File: src/rtl/commit_unit_pkg.sv
// commit_unit_pkg: shared types and defaults for the retirement stage.
//   RegFile_t       - destination register descriptor
//   ExpCode_t       - exception cause encoding
//   CommitState_t   - commit drain FSM states
//   Width defaults  - data/address width, ROB depth, drain length
package commit_unit_pkg;

    localparam int DataWidth         = 32;
    localparam int AddrWidth         = 32;
    localparam int RobDepth          = 16;
    localparam int CommitDrainCycles = 4;

    typedef struct packed {
        logic [4:0] addr;
    } RegFile_t;

    typedef enum logic [3:0] {
        EXP_INST_MISALIGN = 4'd0,
        EXP_INST_FAULT    = 4'd1,
        EXP_ILLEGAL_INST  = 4'd2,
        EXP_BREAKPOINT    = 4'd3,
        EXP_LOAD_MISALIGN = 4'd4,
        EXP_LOAD_FAULT    = 4'd5,
        EXP_STORE_MISALIGN= 4'd6,
        EXP_STORE_FAULT   = 4'd7,
        EXP_ECALL         = 4'd8
    } ExpCode_t;

    typedef enum logic [1:0] {
        IDLE     = 2'd0,
        REDIRECT = 2'd1,
        DRAIN    = 2'd2
    } CommitState_t;

endpackage

File: src/rtl/commit_drain_fsm.sv
// commit_drain_fsm: exception redirect + drain sequencer.
//   clk, reset      - clock, async active-high reset
//   exp_take        - an excepting commit is accepted this cycle (only sampled in IDLE)
//   handler_pc      - exception handler address, captured with exp_take
//   state           - current FSM state
//   redirect_e_     - one-cycle frontend redirect strobe (active low, registered)
//   redirect_pc     - redirect target (registered)
//   fe_hold_        - frontend hold through REDIRECT and DRAIN (active low, registered)
//   commit_busy     - high while in REDIRECT or DRAIN (registered)
module commit_drain_fsm
    import commit_unit_pkg::*;
#(
    parameter int ADDR         = AddrWidth,
    parameter int DRAIN_CYCLES = CommitDrainCycles
) (
    input  logic            clk,
    input  logic            reset,
    input  logic            exp_take,
    input  logic [ADDR-1:0] handler_pc,
    output CommitState_t    state,
    output logic            redirect_e_,
    output logic [ADDR-1:0] redirect_pc,
    output logic            fe_hold_,
    output logic            commit_busy
);

    CommitState_t state_nxt;
    logic [3:0]   drain_cnt;
    logic [3:0]   drain_cnt_nxt;

    always_comb begin
        state_nxt     = state;
        drain_cnt_nxt = drain_cnt;
        unique case (state)
            IDLE: begin
                if (exp_take) state_nxt = REDIRECT;
            end
            REDIRECT: begin
                state_nxt     = DRAIN;
                drain_cnt_nxt = 4'(DRAIN_CYCLES - 1);
            end
            DRAIN: begin
                // Leave after the cycle where the counter reads zero, so the
                // drain lasts exactly DRAIN_CYCLES cycles.
                if (drain_cnt == 4'd0) state_nxt = IDLE;
                else                   drain_cnt_nxt = drain_cnt - 4'd1;
            end
            default: state_nxt = IDLE;
        endcase
    end

    // Strobes are decoded from the next state so they line up with the
    // state register instead of lagging it by a cycle.
    always_ff @(posedge clk or posedge reset) begin
        if (reset) begin
            state       <= IDLE;
            drain_cnt   <= '0;
            redirect_e_ <= 1'b1;
            redirect_pc <= '0;
            fe_hold_    <= 1'b1;
            commit_busy <= 1'b0;
        end else begin
            state       <= state_nxt;
            drain_cnt   <= drain_cnt_nxt;
            redirect_e_ <= (state_nxt != REDIRECT);
            fe_hold_    <= (state_nxt == IDLE);
            commit_busy <= (state_nxt != IDLE);
            if (state == IDLE && exp_take) redirect_pc <= handler_pc;
        end
    end

endmodule

File: src/rtl/commit_unit.sv
// commit_unit: retirement stage downstream of the reorder buffer.
//   Inputs : commit_e_/flush_/commit_exp_ (active-low strobes), commit_pc,
//            commit_rd, commit_data, commit_rob_id, commit_exp_code,
//            exp_handler_pc
//   Outputs: arch_we_/arch_waddr/arch_wdata   - architectural regfile write
//            csr_exp_we_/csr_epc/csr_cause    - exception CSR update
//            redirect_e_/redirect_pc/fe_hold_ - handler redirect + drain hold
//            retire_cnt/flush_cnt             - retired / branch-flush counts
//            commit_busy                      - redirect or drain in progress
// All outputs are registered, one cycle after the commit that causes them.
module commit_unit
    import commit_unit_pkg::*;
#(
    parameter int DATA         = DataWidth,
    parameter int ADDR         = AddrWidth,
    parameter int ROB_DEPTH    = RobDepth,
    parameter int DRAIN_CYCLES = CommitDrainCycles,
    parameter int CNT          = 64
) (
    input  logic                         clk,
    input  logic                         reset,
    input  logic                         commit_e_,
    input  logic                         flush_,
    input  logic [ADDR-1:0]              commit_pc,
    input  RegFile_t                     commit_rd,
    input  logic [DATA-1:0]              commit_data,
    input  logic [$clog2(ROB_DEPTH)-1:0] commit_rob_id,
    input  logic                         commit_exp_,
    input  ExpCode_t                     commit_exp_code,
    input  logic [ADDR-1:0]              exp_handler_pc,
    output logic                         arch_we_,
    output logic [4:0]                   arch_waddr,
    output logic [DATA-1:0]              arch_wdata,
    output logic                         csr_exp_we_,
    output logic [ADDR-1:0]              csr_epc,
    output ExpCode_t                     csr_cause,
    output logic                         redirect_e_,
    output logic [ADDR-1:0]              redirect_pc,
    output logic                         fe_hold_,
    output logic [CNT-1:0]               retire_cnt,
    output logic [CNT-1:0]               flush_cnt,
    output logic                         commit_busy
);

    localparam int ROB = $clog2(ROB_DEPTH);

    CommitState_t state;
    logic         commit_ok;
    logic         retire_ok;
    logic         exp_take;
    logic         wr_ok;

    // Commits are only honoured in IDLE; during redirect/drain the ROB has
    // already flushed, so anything arriving is dropped.
    assign commit_ok = !commit_e_ && (state == IDLE);
    assign retire_ok = commit_ok && commit_exp_;
    assign exp_take  = commit_ok && !commit_exp_;
    assign wr_ok     = retire_ok && (commit_rd.addr != 5'd0);

    commit_drain_fsm #(
        .ADDR         (ADDR),
        .DRAIN_CYCLES (DRAIN_CYCLES)
    ) u_drain_fsm (
        .clk         (clk),
        .reset       (reset),
        .exp_take    (exp_take),
        .handler_pc  (exp_handler_pc),
        .state       (state),
        .redirect_e_ (redirect_e_),
        .redirect_pc (redirect_pc),
        .fe_hold_    (fe_hold_),
        .commit_busy (commit_busy)
    );

    always_ff @(posedge clk or posedge reset) begin
        if (reset) begin
            arch_we_    <= 1'b1;
            arch_waddr  <= '0;
            arch_wdata  <= '0;
            csr_exp_we_ <= 1'b1;
            csr_epc     <= '0;
            csr_cause   <= ExpCode_t'(4'd0);
            retire_cnt  <= '0;
            flush_cnt   <= '0;
        end else begin
            arch_we_    <= !wr_ok;
            csr_exp_we_ <= !exp_take;
            if (retire_ok) begin
                arch_waddr <= commit_rd.addr;
                arch_wdata <= commit_data;
                retire_cnt <= retire_cnt + CNT'(1);
            end
            // Branch/jump recovery only; an exception with flush_ low is
            // counted as the exception alone.
            if (retire_ok && !flush_) flush_cnt <= flush_cnt + CNT'(1);
            if (exp_take) begin
                csr_epc   <= commit_pc;
                csr_cause <= commit_exp_code;
            end
        end
    end

    // Protocol check: the ROB must not commit while we are redirecting.
    logic [ROB-1:0] bad_rob_id;
    assign bad_rob_id = commit_rob_id;

    always @(posedge clk) begin
        if (!reset && !commit_e_)
            assert (state == IDLE)
            else $warning("commit_unit: commit of rob id %0d during redirect/drain dropped",
                          bad_rob_id);
    end

endmodule

File: config.mk
export PLATFORM = sky130hd
export DESIGN_NAME = commit_unit
export DESIGN_NICKNAME = d
export VERILOG_FILES = /design/src/rtl/commit_unit_pkg.sv /design/src/rtl/commit_drain_fsm.sv /design/src/rtl/commit_unit.sv
export SDC_FILE = /design/constraint.sdc
export NUM_CORES = 1
export LEC_CHECK = 0
export ABC_AREA = 1
export CORE_MARGIN = 1
export CORE_UTILIZATION = 35
export CTS_BUF_LIST = sky130_fd_sc_hd__clkbuf_2
export DETAILED_ROUTE_END_ITERATION = 7
export MAX_ROUTING_LAYER = met4
export PLACE_DENSITY = 0.7
export SLEW_MARGIN = 15
export SYNTH_ARGS = -nofsm -noshare
export SYNTH_HDL_FRONTEND = slang
export SYNTH_SLANG_ARGS = --single-unit
File: constraint.sdc
create_clock -name clk -period 9.7 [get_ports clk]
set_clock_uncertainty 0.2 [all_clocks]
set_input_delay 1.94 -clock clk [delete_from_list [all_inputs] [get_ports clk]]
set_output_delay 1.94 -clock clk [all_outputs]
set_load 0.01 [all_outputs]
-- Word-level counts from Yosys, hierarchy flattened
Cells that the tools add are included.
- $lt $le $gt $ge: 0
- multiply operators: 0
- bitwise operators: 0
- muxes and demuxes: 5
- add/subtract/negate cells: 3
- reduce and logical (&&, ||, !) cells: 18
- divide/modulo/power cells: 0
- shift-type cells: 0
- eq/ne operators: 4
- operators by type and width (kind ; count):
    64-bit by 1-bit adder with 64-bit output, second input constant ; 2
    4-bit case mux with 2 select lines ; 1
    1-bit logical AND ; 6
    2-bit case mux with 3 select lines ; 1
    1-bit logical NOT ; 5
    5-bit nonzero test ; 1
    2-bit logical NOT ; 2
    4-bit logical NOT ; 1
    2-bit two-way mux ; 2
    4-bit two-way mux ; 1
    2-bit nonzero test ; 2
    4-bit by 1-bit subtractor with 4-bit output, second input constant ; 1
    2-bit by 1-bit == test with 1-bit output, second input constant ; 1
    2-bit == test, second input constant ; 1
    2-bit by 1-bit inequality test with 1-bit output, second input constant ; 1
    2-bit inequality test, second input constant ; 1
    2-bit AND reduction ; 1
- output and inout port bits: 238
- word-level logic and storage cells: 44
- memories: 0
- register bits after elaboration: 244
- bits in latches: 0
- memory bits (writable): 0
- memory bits (read-only): 0
- input bits: 114

-- Logic depth before layout (Yosys ltp)
- word-level depth: 6
- depth in mapped cells: 11
- gate-level depth less buffers: 11

-- Cells and area by module
A second synthesis with hierarchy kept.
- cells, all modules: 1628
- area, all modules: 12371.9 sq um
- by module, submodules not included (module ; area an instance (sq um) ; cells an instance ; sequential area each (sq um) ; instances):
    commit_unit ; 10759.1 ; 1453 ; 5082.4 ; 1
    commit_drain_fsm ; 1612.8 ; 175 ; 1028.5 ; 1

-- Worst setup path after synthesis
No wires, ideal clock.
- path kind: input to register
- from: input commit_e_
- to: register retire_cnt[51]
- library setup time: 123 ps
- data required time: 9377 ps
- path buffers: 1
- setup slack: 6526 ps
- cell stages on the path: 7
- arrival: 2851 ps
- path through: inv_1 > nand3_2 > buf_4 > nor2_4 > nand3_1 > o21ai_0 > nand2_1
- longest elaborated chain between the ends: 3
- RTL lines (item ; RTL line ; source):
    from (decl) ; commit_unit.sv:22 ; input logic commit_e_,
    1-bit logical NOT ; n/a ;
    1-bit logical AND ; commit_unit.sv:55 ; assign commit_ok = !commit_e_ && (state == IDLE);
    1-bit logical AND ; commit_unit.sv:56 ; assign retire_ok = commit_ok && commit_exp_;
    to (signal assigned) ; commit_unit.sv:91 ; retire_cnt <= retire_cnt + CNT'(1);
    to (decl) ; commit_unit.sv:40 ; output logic [CNT-1:0] retire_cnt,
No other way between the ends.
A chain may end at the register's enable or synchronous reset.

-- Worst setup path after layout
- from: register flush_cnt[30]
- to: output flush_cnt[30]
- RTL lines (item ; RTL line ; source):
    from (decl) ; commit_unit.sv:41 ; output logic [CNT-1:0] flush_cnt,
    from (signal assigned) ; commit_unit.sv:95 ; if (retire_ok && !flush_) flush_cnt <= flush_cnt + CNT'(1);
No word-level cell between the ends.

==> metrics <==
CP Launch Point flush_cnt[30]; core outline area ~33000 um2; type of the worst min-delay path reg2reg; number of global-route vias before repair roughly 11k; number of top-level design ports ~350; worst path required time around 7.6 ns; leading area contributor after synthesis dfrtp_1; fraction of final layout cells sized beyond drive strength 1 approximately 7.3%; Crit Path Max Fanout 4; Yosys warnings 0; final RePlAce weighted congestion between 0.9 and 1; number of buffers created by CTS 70; number of hold-repair buffers added at the cts stage 0; Total Die Area 34420 um2; cell area after synthesis roughly 12000 um2; shortest period the worst path allows 4.160 ns; clock latency of the later-clocked register in the worst-skew pair a little over 0.9 ns; logic depth of the worst register-to-register path 9; achievable frequency 240.4 MHz; cell depth of the worst setup path 1; capturing point of the worst reg2reg path retire_cnt[61]; effective utilization at floorplan between 30% and 40%; PwrDens just under 200 nW/um2; total negative setup slack 0 ns; Area contributors post-synth dfrtp_1 (51%), nand2_1 (22%), nor2_1 (6.5%), inv_1 (3.7%), xor2_1 (2.8%); Static Leakage approximately 7.7 nW; wire length of the first global-routing pass between 50000 and 60000 um; RSZ-0062 raised after global routing no; worst-case register-to-register setup slack ~6.8 ns; post-synthesis register bit count 244; Worst Path Class, Setup reg2out; total length of routed wires approximately 36000 um; share of the synthesized area in the top cell type between 50% and 60%; cell at the root of the clock tree clkbuf_2; GR Overflow Total 0; unique cell type count in the Yosys netlist 34; slowest stage delay, CP just under 0.6 ns; worst hold slack 0.2738 ns; number of vias in the routed layout about 11k; overall fraction of global-route tracks in use around 22%; CTS tree done; number of nets in the final layout 2048; buffers from clock root to sink, at most 3; syn avg cell area about 7.7 um2; most common library cell in the layout ignoring fill and taps nand2_1; detailed-route vias per instance roughly 4.7; Die X around 190 um; post-CTS setup buffer count 0; Post-CTS Resized 0; Final setup violation count 0; crit path DAT just over 2 ns; drt wl/cell ~15 um; Tcrit/Tclk final between 40 and 50%; max-cap violation count 0; sequential cell area fraction in the yosys report about half; iteration count of the initial detailed-routing pass 7; outcome completed; die height about 190 um; remaining routing DRC violations 0; clock edge transition at the registers on the reported setup and hold paths 0.12 ns; Critical-path top delay cell clkdlybuf4s50_1; I/O Buffers 347; largest net degree at the start of global routing 107; Slew Viols, Final 0; total count of hold-check failures in the final report 0; ANT nets after route 0; CP endpoint flush_cnt[30]; Max rail drop VDD ~0.17 mV; antenna violations before repair 1; Reg2Reg Launch Point u_drain_fsm.state[1]; CP endpoint kind output port; Num Clock Sinks 244; Clock H-tree levels 3; placement row count 66; Buffers & Inverters on Critical Path 1; slew at the pin closest to its max-slew limit 0.9331 ns; startpoint kind of the worst setup timing path flip-flop; headroom to the max-slew limit a little under two fifths; Cells after Synth around 1.5k; relative area change from synthesis to final layout 39.16%; leading cell types in the layout, fill and taps excluded nand2_1 (683), clkdlybuf4s50_1 (347), dfrtp_1 (240); Iteration-0 DRC Markers between 600 and 700; synthesized net count 1650; cells traversed along the worst timing path clkdlybuf4s50_1; gate family responsible for the most delay along the worst path buffers and inverters; placed wire-length estimate after detailed placement approximately 27000 um
worst register-to-register path: stages, from the launching register on:
cell     delay, ns
dfrtp_1       0.43
nor2_2        0.13
nand3_2       0.06
buf_4         0.34
inv_2         0.78
nand4_1       0.31
nor2_4        0.33
nand2_1       0.10
nand2_1       0.07
nand2_1       0.05
state kept, by name, indices dropped and copies added (netlist names):
| signal | flops |
|---|---|
| flush_cnt | 64 |
| retire_cnt | 64 |
| arch_wdata | 32 |
| csr_epc | 32 |
| u_drain_fsm.redirect_pc | 32 |
| arch_waddr | 5 |
| csr_cause | 4 |
| u_drain_fsm.drain_cnt | 4 |
| u_drain_fsm.state | 2 |
| arch_we_ | 1 |
| csr_exp_we_ | 1 |
| u_drain_fsm.commit_busy | 1 |
| u_drain_fsm.fe_hold_ | 1 |
| u_drain_fsm.redirect_e_ | 1 |
worst min-delay path by stage:
stage	startpoint	endpoint	cells past startpoint
3_3_place_gp	u_drain_fsm.redirect_pc[15]	u_drain_fsm.redirect_pc[15]	2
3_5_place_dp	csr_epc[22]	csr_epc[22]	2
2_1_floorplan	u_drain_fsm.drain_cnt[2]	u_drain_fsm.drain_cnt[2]	2
5_1_grt	u_drain_fsm.redirect_pc[7]	u_drain_fsm.redirect_pc[7]	2
4_1_cts	csr_epc[22]	csr_epc[22]	2
6_report	csr_epc[22]	csr_epc[22]	2
synth_stat cells:
cell type / count
a21oi_1: 1
a31oi_1: 1
and2_1: 2
and3_1: 2
buf_2: 9
buf_4: 1
buf_6: 1
clkbuf_1: 15
dfrtp_1: 240
dfstp_2: 4
ha_1: 4
inv_1: 115
inv_2: 2
nand2_1: 683
nand2_2: 2
nand3_1: 55
nand3_2: 1
nand3b_1: 32
nand3b_2: 1
nand4_1: 18
nor2_1: 203
nor2_2: 11
nor2_4: 6
nor2b_1: 1
nor3_1: 18
nor4_1: 2
o21ai_0: 18
o21ai_1: 4
o21bai_1: 1
o22ai_1: 2
or2_0: 1
or2_2: 1
xnor2_1: 37
xor2_1: 38
per-layer routing:
metal | global-route usage (%) | part of all wire (%) | vias up
met5 | - | 0 | -
met4 | 8.926 | 2.4 | 0
li1 | - | - | 5554
met1 | 27.03 | 42 | 5363
met2 | 35.24 | 47 | 441
met3 | 5.733 | 8.2 | 62
metrics by stage:
step	cell area [um2]	util [%]	setup slack (ns)	instances	total power, W
detailed placement	15750	47.91	4.817	2300	0.002417
CTS	16400	49.90	5.412	2421	0.003238
floorplan	11790	-	0.8651	1532	0.001787
global placement	15750	47.91	4.830	2300	0.002393
global route	16400	49.91	5.388	2422	0.003401
finish	16410	49.92	5.540	2423	0.003188
area by class of cell:
type	instances	area (um2)
Inverter	117	446.7
Clock inverter	19	145.1
Clock buffer	102	510.5
Antenna cell	2	5.005
Tap cell	442	553.0
Fill cell	3257	16460
Multi-Input combinational cell	1145	5124
Sequential cell	244	6111
Timing Repair Buffer	352	3511
cell families after synthesis:
logic type / synth area share (%)
adder cells (fa/ha/maj): 0.4246
XOR/XNOR: 5.572
buffers and inverters: 4.744
AO/OA/AOI/OAI: 1.199
flip-flops: 51.84
AND/OR/NAND/NOR: 36.22
power by group:
part	internal [W]	switching, W	leakage (nW)
logic	0.000529	0.000461	3.99
registers	0.00126	0.000145	3.20
clock network	0.000335	0.000462	0.478
total	0.00212	0.00107	7.67
Power figures use the tool's default switching activity.
